File: src/rtl/boom_sequencer_if.sv
// Key inputs and display outputs of the boom sequencer, bundled for port connection.
// master: drives start/pause and observes the display; slave: the sequencer itself.
// Only the clock and reset stay outside the bundle.
interface boom_sequencer_if;
  logic       start;
  logic       pause;
  logic [3:0] ones;
  logic [3:0] tens;
  logic       boom;
  logic       led;
  logic       step;
  logic       done;
  logic [2:0] state;

  modport master (
    output start, pause,
    input  ones, tens, boom, led, step, done, state
  );

  modport slave (
    input  start, pause,
    output ones, tens, boom, led, step, done, state
  );
endinterface

File: src/rtl/boom_sequencer.sv
// boom_sequencer: start/pause/boom/done game FSM stepping a two-digit BCD count every TICK_DIV cycles.
// All outputs registered; a key edge sampled on one clock edge changes state on the following edge.
// Optional macro BOOM_DIGIT_EN: values containing the digit BOOM_N also boom (besides multiples).
module boom_sequencer #(
  parameter int TICK_DIV  = 50_000_000,
  parameter int MAX_COUNT = 15,
  parameter int BOOM_N    = 7,
  parameter int BOOM_HOLD = 2
) (
  input logic             CLOCK_50,
  input logic             rst,
  boom_sequencer_if.slave bus
);

  localparam int DW = (TICK_DIV > 1) ? $clog2(TICK_DIV) : 1;
  localparam int HW = (BOOM_HOLD > 0) ? $clog2(BOOM_HOLD + 1) : 1;
  localparam logic [DW-1:0] DIV_LAST  = DW'(TICK_DIV - 1);
  localparam logic [HW-1:0] HOLD_INIT = HW'(BOOM_HOLD);
  localparam logic [HW-1:0] HOLD_ONE  = HW'(1);
  localparam logic [3:0]    MOD_LAST  = 4'(BOOM_N - 1);
  localparam logic [3:0]    MAX_ONES  = 4'(MAX_COUNT % 10);
  localparam logic [3:0]    MAX_TENS  = 4'(MAX_COUNT / 10);
`ifdef BOOM_DIGIT_EN
  localparam logic [3:0]    BOOM_DIGIT = 4'(BOOM_N);
`endif

  typedef enum logic [2:0] {
    IDLE   = 3'd0,
    RUN    = 3'd1,
    BOOM   = 3'd2,
    PAUSED = 3'd3,
    DONE   = 3'd4
  } state_t;

  state_t        cur;
  logic [DW-1:0] div;
  logic [HW-1:0] hold;
  logic [3:0]    mod;
  logic [3:0]    ones;
  logic [3:0]    tens;
  logic          boom_q;
  logic          step_q;
  logic          done_q;
  logic          start_prev;
  logic          pause_prev;

  logic          start_edge;
  logic          pause_edge;
  logic          tick;
  logic [3:0]    inc_ones;
  logic [3:0]    inc_tens;
  logic [3:0]    inc_mod;
  logic          inc_boom;
  logic          inc_max;
  logic          at_max;

  assign bus.ones  = ones;
  assign bus.tens  = tens;
  assign bus.boom  = boom_q;
  assign bus.led   = boom_q;
  assign bus.step  = step_q;
  assign bus.done  = done_q;
  assign bus.state = cur;

  // Key edges, divider terminal count and the candidate next count value.
  always_comb begin
    start_edge = bus.start & ~start_prev;
    pause_edge = bus.pause & ~pause_prev;
    tick       = (div == DIV_LAST);
    if (ones == 4'd9) begin
      inc_ones = 4'd0;
      inc_tens = tens + 4'd1;
    end else begin
      inc_ones = ones + 4'd1;
      inc_tens = tens;
    end
    inc_mod = (mod == MOD_LAST) ? 4'd0 : mod + 4'd1;
    // The incremented value is never zero, so only the remainder wrap matters.
`ifdef BOOM_DIGIT_EN
    inc_boom = (inc_mod == 4'd0) || (inc_ones == BOOM_DIGIT) || (inc_tens == BOOM_DIGIT);
`else
    inc_boom = (inc_mod == 4'd0);
`endif
    inc_max = (inc_ones == MAX_ONES) && (inc_tens == MAX_TENS);
    at_max  = (ones == MAX_ONES) && (tens == MAX_TENS);
  end

  // Previous key samples for rising-edge detection.
  always_ff @(posedge CLOCK_50 or negedge rst) begin
    if (!rst) begin
      start_prev <= 1'b0;
      pause_prev <= 1'b0;
    end else begin
      start_prev <= bus.start;
      pause_prev <= bus.pause;
    end
  end

  // Game FSM with divider, BCD count, remainder, boom hold and registered flags.
  always_ff @(posedge CLOCK_50 or negedge rst) begin
    if (!rst) begin
      cur    <= IDLE;
      div    <= '0;
      hold   <= '0;
      mod    <= 4'd0;
      ones   <= 4'd0;
      tens   <= 4'd0;
      boom_q <= 1'b0;
      step_q <= 1'b0;
      done_q <= 1'b0;
    end else begin
      step_q <= 1'b0;
      case (cur)
        IDLE: begin
          div <= '0;
          if (start_edge) begin
            cur  <= RUN;
            ones <= 4'd0;
            tens <= 4'd0;
            mod  <= 4'd0;
          end
        end
        RUN: begin
          // Pause beats a coincident tick; the divider stays where it is.
          if (pause_edge) begin
            cur <= PAUSED;
          end else if (tick) begin
            div    <= '0;
            ones   <= inc_ones;
            tens   <= inc_tens;
            mod    <= inc_mod;
            step_q <= 1'b1;
            if (inc_boom) begin
              cur    <= BOOM;
              hold   <= HOLD_INIT;
              boom_q <= 1'b1;
            end else if (inc_max) begin
              cur    <= DONE;
              done_q <= 1'b1;
            end
          end else begin
            div <= div + 1'b1;
          end
        end
        BOOM: begin
          // Count stalls; leave after BOOM_HOLD full tick periods.
          if (tick) begin
            div <= '0;
            if (hold == HOLD_ONE) begin
              hold   <= '0;
              boom_q <= 1'b0;
              if (at_max) begin
                cur    <= DONE;
                done_q <= 1'b1;
              end else begin
                cur <= RUN;
              end
            end else begin
              hold <= hold - 1'b1;
            end
          end else begin
            div <= div + 1'b1;
          end
        end
        PAUSED: begin
          // Divider preserved so the interrupted tick period resumes.
          if (start_edge) begin
            cur <= RUN;
          end
        end
        DONE: begin
          div <= '0;
          if (start_edge) begin
            cur    <= RUN;
            done_q <= 1'b0;
            ones   <= 4'd0;
            tens   <= 4'd0;
            mod    <= 4'd0;
          end
        end
        default: begin
          cur <= IDLE;
        end
      endcase
    end
  end

endmodule
File: src/flat_wrapper.sv
// flat-port wrapper written by rule: the top's interface ports become plain ports
module boom_sequencer_flat 
#(
  parameter int TICK_DIV  = 50_000_000,
  parameter int MAX_COUNT = 15,
  parameter int BOOM_N    = 7,
  parameter int BOOM_HOLD = 2
)
  (CLOCK_50, rst, bus_start, bus_pause, bus_ones, bus_tens, bus_boom, bus_led, bus_step, bus_done, bus_state);
  boom_sequencer_if bus_i ();
  input logic CLOCK_50;
  input logic rst;
  input wire logic [$bits(bus_i.start)-1:0] bus_start;
  input wire logic [$bits(bus_i.pause)-1:0] bus_pause;
  output wire logic [$bits(bus_i.ones)-1:0] bus_ones;
  output wire logic [$bits(bus_i.tens)-1:0] bus_tens;
  output wire logic [$bits(bus_i.boom)-1:0] bus_boom;
  output wire logic [$bits(bus_i.led)-1:0] bus_led;
  output wire logic [$bits(bus_i.step)-1:0] bus_step;
  output wire logic [$bits(bus_i.done)-1:0] bus_done;
  output wire logic [$bits(bus_i.state)-1:0] bus_state;
  assign bus_i.start = bus_start;
  assign bus_i.pause = bus_pause;
  assign bus_ones = bus_i.ones;
  assign bus_tens = bus_i.tens;
  assign bus_boom = bus_i.boom;
  assign bus_led = bus_i.led;
  assign bus_step = bus_i.step;
  assign bus_done = bus_i.done;
  assign bus_state = bus_i.state;
  boom_sequencer #(.TICK_DIV(TICK_DIV), .MAX_COUNT(MAX_COUNT), .BOOM_N(BOOM_N), .BOOM_HOLD(BOOM_HOLD)) u_core (.CLOCK_50(CLOCK_50), .rst(rst), .bus(bus_i));
endmodule
File: config.mk
export PLATFORM = sky130hd
export DESIGN_NAME = boom_sequencer_flat
export DESIGN_NICKNAME = d
export VERILOG_FILES = /design/src/rtl/boom_sequencer_if.sv /design/src/rtl/boom_sequencer.sv /design/src/flat_wrapper.sv
export SDC_FILE = /design/constraint.sdc
export NUM_CORES = 1
export LEC_CHECK = 0
export BUFFER_PORTS_ARGS = -buffer_cell sky130_fd_sc_hd__buf_4
export CAP_MARGIN = 20
export CORE_MARGIN = 2
export CORE_UTILIZATION = 30
export DETAILED_ROUTE_END_ITERATION = 6
export GPL_TIMING_DRIVEN = 0
export MAX_ROUTING_LAYER = met4
export PLACE_DENSITY = 0.54
export SLEW_MARGIN = 0
export SYNTH_ARGS = -nofsm -noshare
export SYNTH_HDL_FRONTEND = slang
export SYNTH_SLANG_ARGS = --single-unit
File: constraint.sdc
create_clock -name CLOCK_50 -period 3 [get_ports CLOCK_50]
set_input_delay 0.3 -clock CLOCK_50 [delete_from_list [all_inputs] [get_ports CLOCK_50]]
set_output_delay 0.3 -clock CLOCK_50 [all_outputs]
set_load 0.01 [all_outputs]
After elaboration in Yosys (flattened, before gate mapping)
Index checks and enable logic that the tools add are counted.

word-level totals
  bits in registers = 48
  latch bits = 0
  bits in writable memories = 0
  bits in read-only memories = 0
  output and inout port bits = 15
  logic and storage cells = 110
  memories kept = 0

cells by class
  $add $sub $neg = 5
  multiply operators = 0
  div/mod/pow operators = 0
  order comparisons = 0
  equal/unequal tests = 25
  shift-type cells = 0
  mux-type cells = 49
  bitwise gates (word level) = 4
  reductions and logical operators = 16

operators by type and width
  kind                                                   number
  case mux 26 bit (3 select lines)                       1
  2-to-1 mux 26 bit                                      2
  2-to-1 mux 4 bit                                       10
  adder 26 x 1 -> 26 bit, second input constant          1
  == test 26 bit, second input constant                  1
  2-to-1 mux 3 bit                                       8
  case mux 4 bit (2 select lines)                        3
  inequality test 2 x 1 -> 1 bit, second input constant  9
  2-to-1 mux 1 bit                                       16
  adder 4 x 1 -> 4 bit, second input constant            3
  == test 4 x 3 -> 1 bit, second input constant          3
  2-to-1 mux 2 bit                                       5
  AND reduction 5 bit                                    2
  case mux 3 bit (3 select lines)                        1
  AND reduction 9 bit                                    1
  == test 4 x 1 -> 1 bit, second input constant          2
  == test 3 x 2 -> 1 bit, second input constant          2
  AND reduction 6 bit                                    1
  nonzero test 3 bit                                     2
  == test 4 bit, second input constant                   1
  logical NOT 4 bit                                      1
  inequality test 2 bit, second input constant           2
  inequality test 4 x 1 -> 1 bit, second input constant  1
  case mux 2 bit (2 select lines)                        1
  16 further kinds                                       20

Depth between registers and ports, before layout
  depth after elaboration = 9
  depth in mapped cells = 9
  depth with buffers taken out = 8

Worst setup path before layout
Ideal clock, no wire load.

  path type = reg-to-reg
  start = register u_core.div[10]
  end = register u_core.cur[1], in the netlist u_core.bus.state[1]
  arrival time = 2.087 ns
  required time = 2.875 ns
  setup slack = 0.788 ns
  stages on the path, launching flop included = 8
  cells stage by stage = dfrtp_1 > nor4_2 > nand4_2 > or3_1 > buf_6 > a211oi_2 > o21a_2 > mux2_2

between the ends
  cells in the longest elaborated chain, start to end = 3
  elaborated cells between the ends (all ways) = 4

ends and longest elaborated chain
  what                                                                                               line                   RTL
  start, declared                                                                                    boom_sequencer.sv:36   logic [DW-1:0] div;
  start signal, assigned                                                                             boom_sequencer.sv:142  div <= div + 1'b1;
  start signal, assigned                                                                             boom_sequencer.sv:162  div <= div + 1'b1;
  == test 26 bit (*)                                                                                 boom_sequencer.sv:69   tick = (div == DIV_LAST);
  inequality test 3 x 1 -> 1 bit (no line) / inequality test 2 x 1 -> 1 bit (equally long branches)  --
  AND reduction 5 bit (no line) (*)                                                                  --
  end signal, assigned                                                                               boom_sequencer.sv:102  cur <= IDLE;
  end signal, assigned                                                                               boom_sequencer.sv:117  cur <= RUN;
  end signal, assigned                                                                               boom_sequencer.sv:126  cur <= PAUSED;
  end, declared                                                                                      boom_sequencer.sv:35   state_t cur;

Mark *: on every way between the ends. The rest lies on a longest branch, timed or not.
A chain may end at the register's enable or synchronous reset.

Worst setup path in the final report
Same ends and word-level chain as after synthesis.

==> flow_results.org <==
** Synth
- Post-synth design cell area :: 2680 um^2
- Leading register cell type out of synthesis :: sky130_fd_sc_hd__dfrtp_1
- Share of synthesized registers carrying an async set or reset :: 100%
- Of the post-synthesis cell area, the dominant cell type holds 44.8%.
- The most common cell in the synthesized netlist is sky130_fd_sc_hd__dfrtp_1.
- The netlist uses 48 different library cells.
- Count of yosys warnings during synthesis :: 0
- Cell types with the highest counts after synthesis :: sky130_fd_sc_hd__dfrtp_1, sky130_fd_sc_hd__nor2_1, sky130_fd_sc_hd__o21ai_0, sky130_fd_sc_hd__nand2_1, sky130_fd_sc_hd__xor2_1
- Synth Net Count :: 299
- Largest area contributor in the synthesized netlist :: sky130_fd_sc_hd__dfrtp_1
- Count of flip-flops with a built-in enable after synthesis :: 0
- In this run the mean area of a mapped cell was 9.22 um^2.
- Synthesis produced 291 cells.
- Leading cell types by total area after synthesis :: sky130_fd_sc_hd__dfrtp_1, sky130_fd_sc_hd__o21ai_0, sky130_fd_sc_hd__nor2_1
- The share of the Yosys chip area taken by registers is 44.8%.
- After synthesis the netlist holds a flip-flop and latch count of 48.

** Critical path
- Number of cells on the critical path :: 7
- Data arrival at the endpoint of the critical path :: 2.73 ns
- In this run the worst path has a maximum fanout of 9.
- The endpoint identified for the worst register-to-register timing path is u_core.bus.state[1].
- Across all register-to-register paths, the minimum setup slack is 0.46 ns.
- In this design, the largest share of critical-path delay is due to simple AND/OR/NAND/NOR gates.
- Startpoint-to-endpoint class of the critical path :: reg2reg
- For this run, the slowest stage of the critical path takes 0.46 ns.
- Cell with the largest stage delay on the worst path :: sky130_fd_sc_hd__dfrtp_1
- STA classifies the critical path endpoint as a flop.
- Endpoint required time on the critical path :: 3.19 ns
- Buffers & Inverters on Critical Path :: 1
- Traced cell by cell, the critical path runs through nor4_2 > nand4_2 > or3_1 > buf_6 > a211oi_2 > o21a_2 > mux2_2.
- Type of element launching the critical path :: flop
- The startpoint identified for the worst register-to-register timing path is u_core.div[10].
- The number of cells on the worst reg-to-reg path is 7.

** Pwr
- Summed over all nets, the switching power comes to 631 uW.
- Sw Ratio :: 36.6%
- Cell internal pwr :: 1.09 mW
- Portion of total power attributed to the clock network :: 23.5%
- The analysis attributes to cell leakage a power of 1.33 nW.
- Part of the power in combinational logic :: 33.9%
- Sequential cells burn 42.6% of the power.
- Power density over the cells :: 567 nW/um^2
- VDD sags by at most 0.000189 V.

** Placement
- The congestion estimate from routability-driven global placement came to 0.749.
- At the placement stage, the worst setup path has a slack of 0.511 ns.
- Input/output buffers :: 18
- Post-detailed-placement half-perimeter wirelength :: 4000 um

** STA
- The worst path uses 84.7% of the clock period.
- RSZ-0062 raised after global routing :: no
- Setup violations remaining at the end of the flow were counted as 0.
- For this run, the top clock speed supported by timing is 394 MHz.
- Across the routed clock network, the largest skew measured is 0.00639 ns.
- PnR worst setup slack :: 0.460 ns
- The smallest clock period supported by the final layout is computed as 2.54 ns.
- The number of failing hold endpoints at the final stage is 0.
- The worst pin sits at a relative slew slack of 35.4%.
- Summed negative setup slack over all endpoints :: 0 ns
- Measured slew at the worst slew-check pin :: 0.961 ns
- Final-report max-slew violation count :: 0

** Detailed routing
- Vias post-DR :: 2,133
- The first routing iteration left 121 violations.
- For this run, design rule violations remaining after detail routing come to 0.
- Average detailed-routed wire length per instance :: 13.3 um
- The final layout contains routed wiring with a total length of 5660 um.
- Length of the first detailed-routing pass in iterations :: 4
- Final ANT Viol Nets :: 0
- Via/cell ratio :: 5.02

** GRT
- Entering global routing, the biggest net connects 49 pins.
- Total track usage :: 12.8%
- After global routing the overflow that remains totals 0.
- For met3 alone, demand over resource in global routing was 1.99%.
- Global-route layer with the greatest usage :: met2
- First-pass GRT wire length :: 9960 um
- The number of global-route vias before repair was 2,032.
- Global routing consumed, on the met2 layer, 19.1% of the routing resources.
- Number of antenna violations at the first check in global routing :: 0
- Global routing used 18.1% of the available met1 tracks.

** Clock network
- TritonCTS built the clock tree.
- Clock latency on the worst-skew pair, taken at its later pin, is 0.30 ns.
- Post-CTS Hold Buffers :: 0
- Clock-pin slew was measured on the worst setup and hold paths at 0.09 ns.
- Once the clock tree was built, the setup fixing pass inserted 0 buffers.
- In this run, CTS created clock tree buffers numbering 5.
- The clock tree synthesis step divided the H-tree into 2 levels.
- Once the clock tree was built, the resizer swapped 0 gates to a different size.
- Cell at the root of the clock tree :: sky130_fd_sc_hd__clkbuf_8
- Longest Clk Path Bufs :: 2
- Clk sinks :: 48

** Hold path
- Path class of the lowest-slack min-delay path :: in2async

** Final layout
- From synthesis to final layout, the design area changed by 13.4%.
- Of the cells placed in the final design, the portion with a size suffix greater than 1 is 14.2%.
- The repair_antennas step left the layout with diodes totalling 0.
- Net count, final :: 324
- Filler cell count :: 909

** Floorplanning
- 19 I/O pins were placed.
- The floorplan has 34 rows.
- Horizontal extent of the die :: 98.6 um
- The die covers 9720 um^2.
- Starting Density :: 30.9%
- Area of the core :: 8680 um^2
- Measured along the y axis, the die boundary spans 98.6 um.

** Status
- Run status :: complete, no violations

** Job
- Max Cap Viol :: 0
==> worst reg2reg max path, delay by kind of cell (launching register included) <==
family	cells	cell delay (ns)
AOI/OAI and AO/OA	2	0.42
buffers and inverters	1	0.15
and+or+nand+nor	3	1.06
muxes	1	0.34
DFF	1	0.46
==> power groups by stage <==
stage / Combinational [mW] / Sequential (mW) / Clock [mW]
global route: 0.665 / 0.743 / 0.453
finish: 0.585 / 0.735 / 0.405
floorplan: 0.400 / 0.753 / 0
detailed placement: 0.589 / 0.749 / 0
global placement: 0.586 / 0.748 / 0
CTS: 0.591 / 0.736 / 0.426
==> through the flow <==
stage	instances	power [mW]	cell area, um^2	util (%)	hold WS (ns)
after floorplan	291	1.15	2680	-	0.00441
after global placement	417	1.33	2950	34.0	0.368
after detailed placement	417	1.34	2950	34.0	0.367
after CTS	425	1.75	3040	35.1	0.0297
after global routing	425	1.86	3040	35.1	0.0571
final	425	1.73	3040	35.1	0.00125
==> final cells by class <==
cell class,instances,area (um^2),share of cell area (%)
flip-flops and latches,48,1200,39.5
well taps,108,135,4.44
inverters,4,15.0,0.493
plain buffers,12,66.3,2.18
repair buffers,18,135,4.44
clock buffers,8,90.1,2.96
multi-input cells,227,1400,46.0
==> worst max path at each step <==
stage	slack (ns)	from	to
floorplan	0.79	u_core.div[10]	u_core.bus.state[1]
global route	0.19	u_core.div[10]	u_core.div[3]
global placement	0.51	u_core.div[10]	u_core.bus.state[1]
CTS	0.47	u_core.div[10]	u_core.bus.state[1]
finish	0.46	u_core.div[10]	u_core.bus.state[1]
detailed placement	0.51	u_core.div[10]	u_core.bus.state[1]
==> flip-flops by register name, summed over array words and instances, names as in the netlist <==
register           count
u_core.div            26
u_core.bus.ones        4
u_core.bus.tens        4
u_core.mod             4
u_core.bus.state       3
u_core.hold            2
u_core.bus.boom        1
u_core.bus.done        1
u_core.bus.step        1
u_core.pause_prev      1
u_core.start_prev      1
==> placed cells by master, fill, tap and decap left out, types with 3 or more instances in the layout <==
cell type                  instances
sky130_fd_sc_hd__and2_1            3
sky130_fd_sc_hd__nand3_1          14
sky130_fd_sc_hd__nand2b_1         11
sky130_fd_sc_hd__nor4_1            3
sky130_fd_sc_hd__nor2b_1           5
sky130_fd_sc_hd__buf_4            19
sky130_fd_sc_hd__o21ai_0          29
sky130_fd_sc_hd__nor3b_1           3
sky130_fd_sc_hd__and3_1            5
sky130_fd_sc_hd__dfrtp_1          48
sky130_fd_sc_hd__clkbuf_1          9
sky130_fd_sc_hd__xor2_1           15
sky130_fd_sc_hd__inv_1             4
sky130_fd_sc_hd__nand4_1           9
sky130_fd_sc_hd__nor3_1            6
sky130_fd_sc_hd__nand2_1          23
sky130_fd_sc_hd__ha_1              4
sky130_fd_sc_hd__clkbuf_8          6
sky130_fd_sc_hd__o31ai_1           6
sky130_fd_sc_hd__xnor2_1           4
sky130_fd_sc_hd__o22ai_1           3
sky130_fd_sc_hd__a21oi_1          14
sky130_fd_sc_hd__nor2_1           35
==> kinds of logic (layout without fill, tap and decap cells) <==
| group | Yosys count | after routing | share of synthesized area [%] |
|---|---|---|---|
| buf+inv | 16 | 42 | 3.03 |
| fa+ha+maj | 4 | 4 | 1.86 |
| mux | 2 | 2 | 0.839 |
| xor+xnor | 19 | 19 | 6.20 |
| compound gates | 64 | 64 | 14.5 |
| flops | 48 | 48 | 44.8 |
| simple gates | 138 | 138 | 28.8 |
==> layer usage <==
metal	up-vias	share of wire (%)
li1	1087	-
met1	1016	51
met2	23	45
met3	7	2.4
met4	0	1.5
met5	-	0
(Power assumes the default switching activity.)
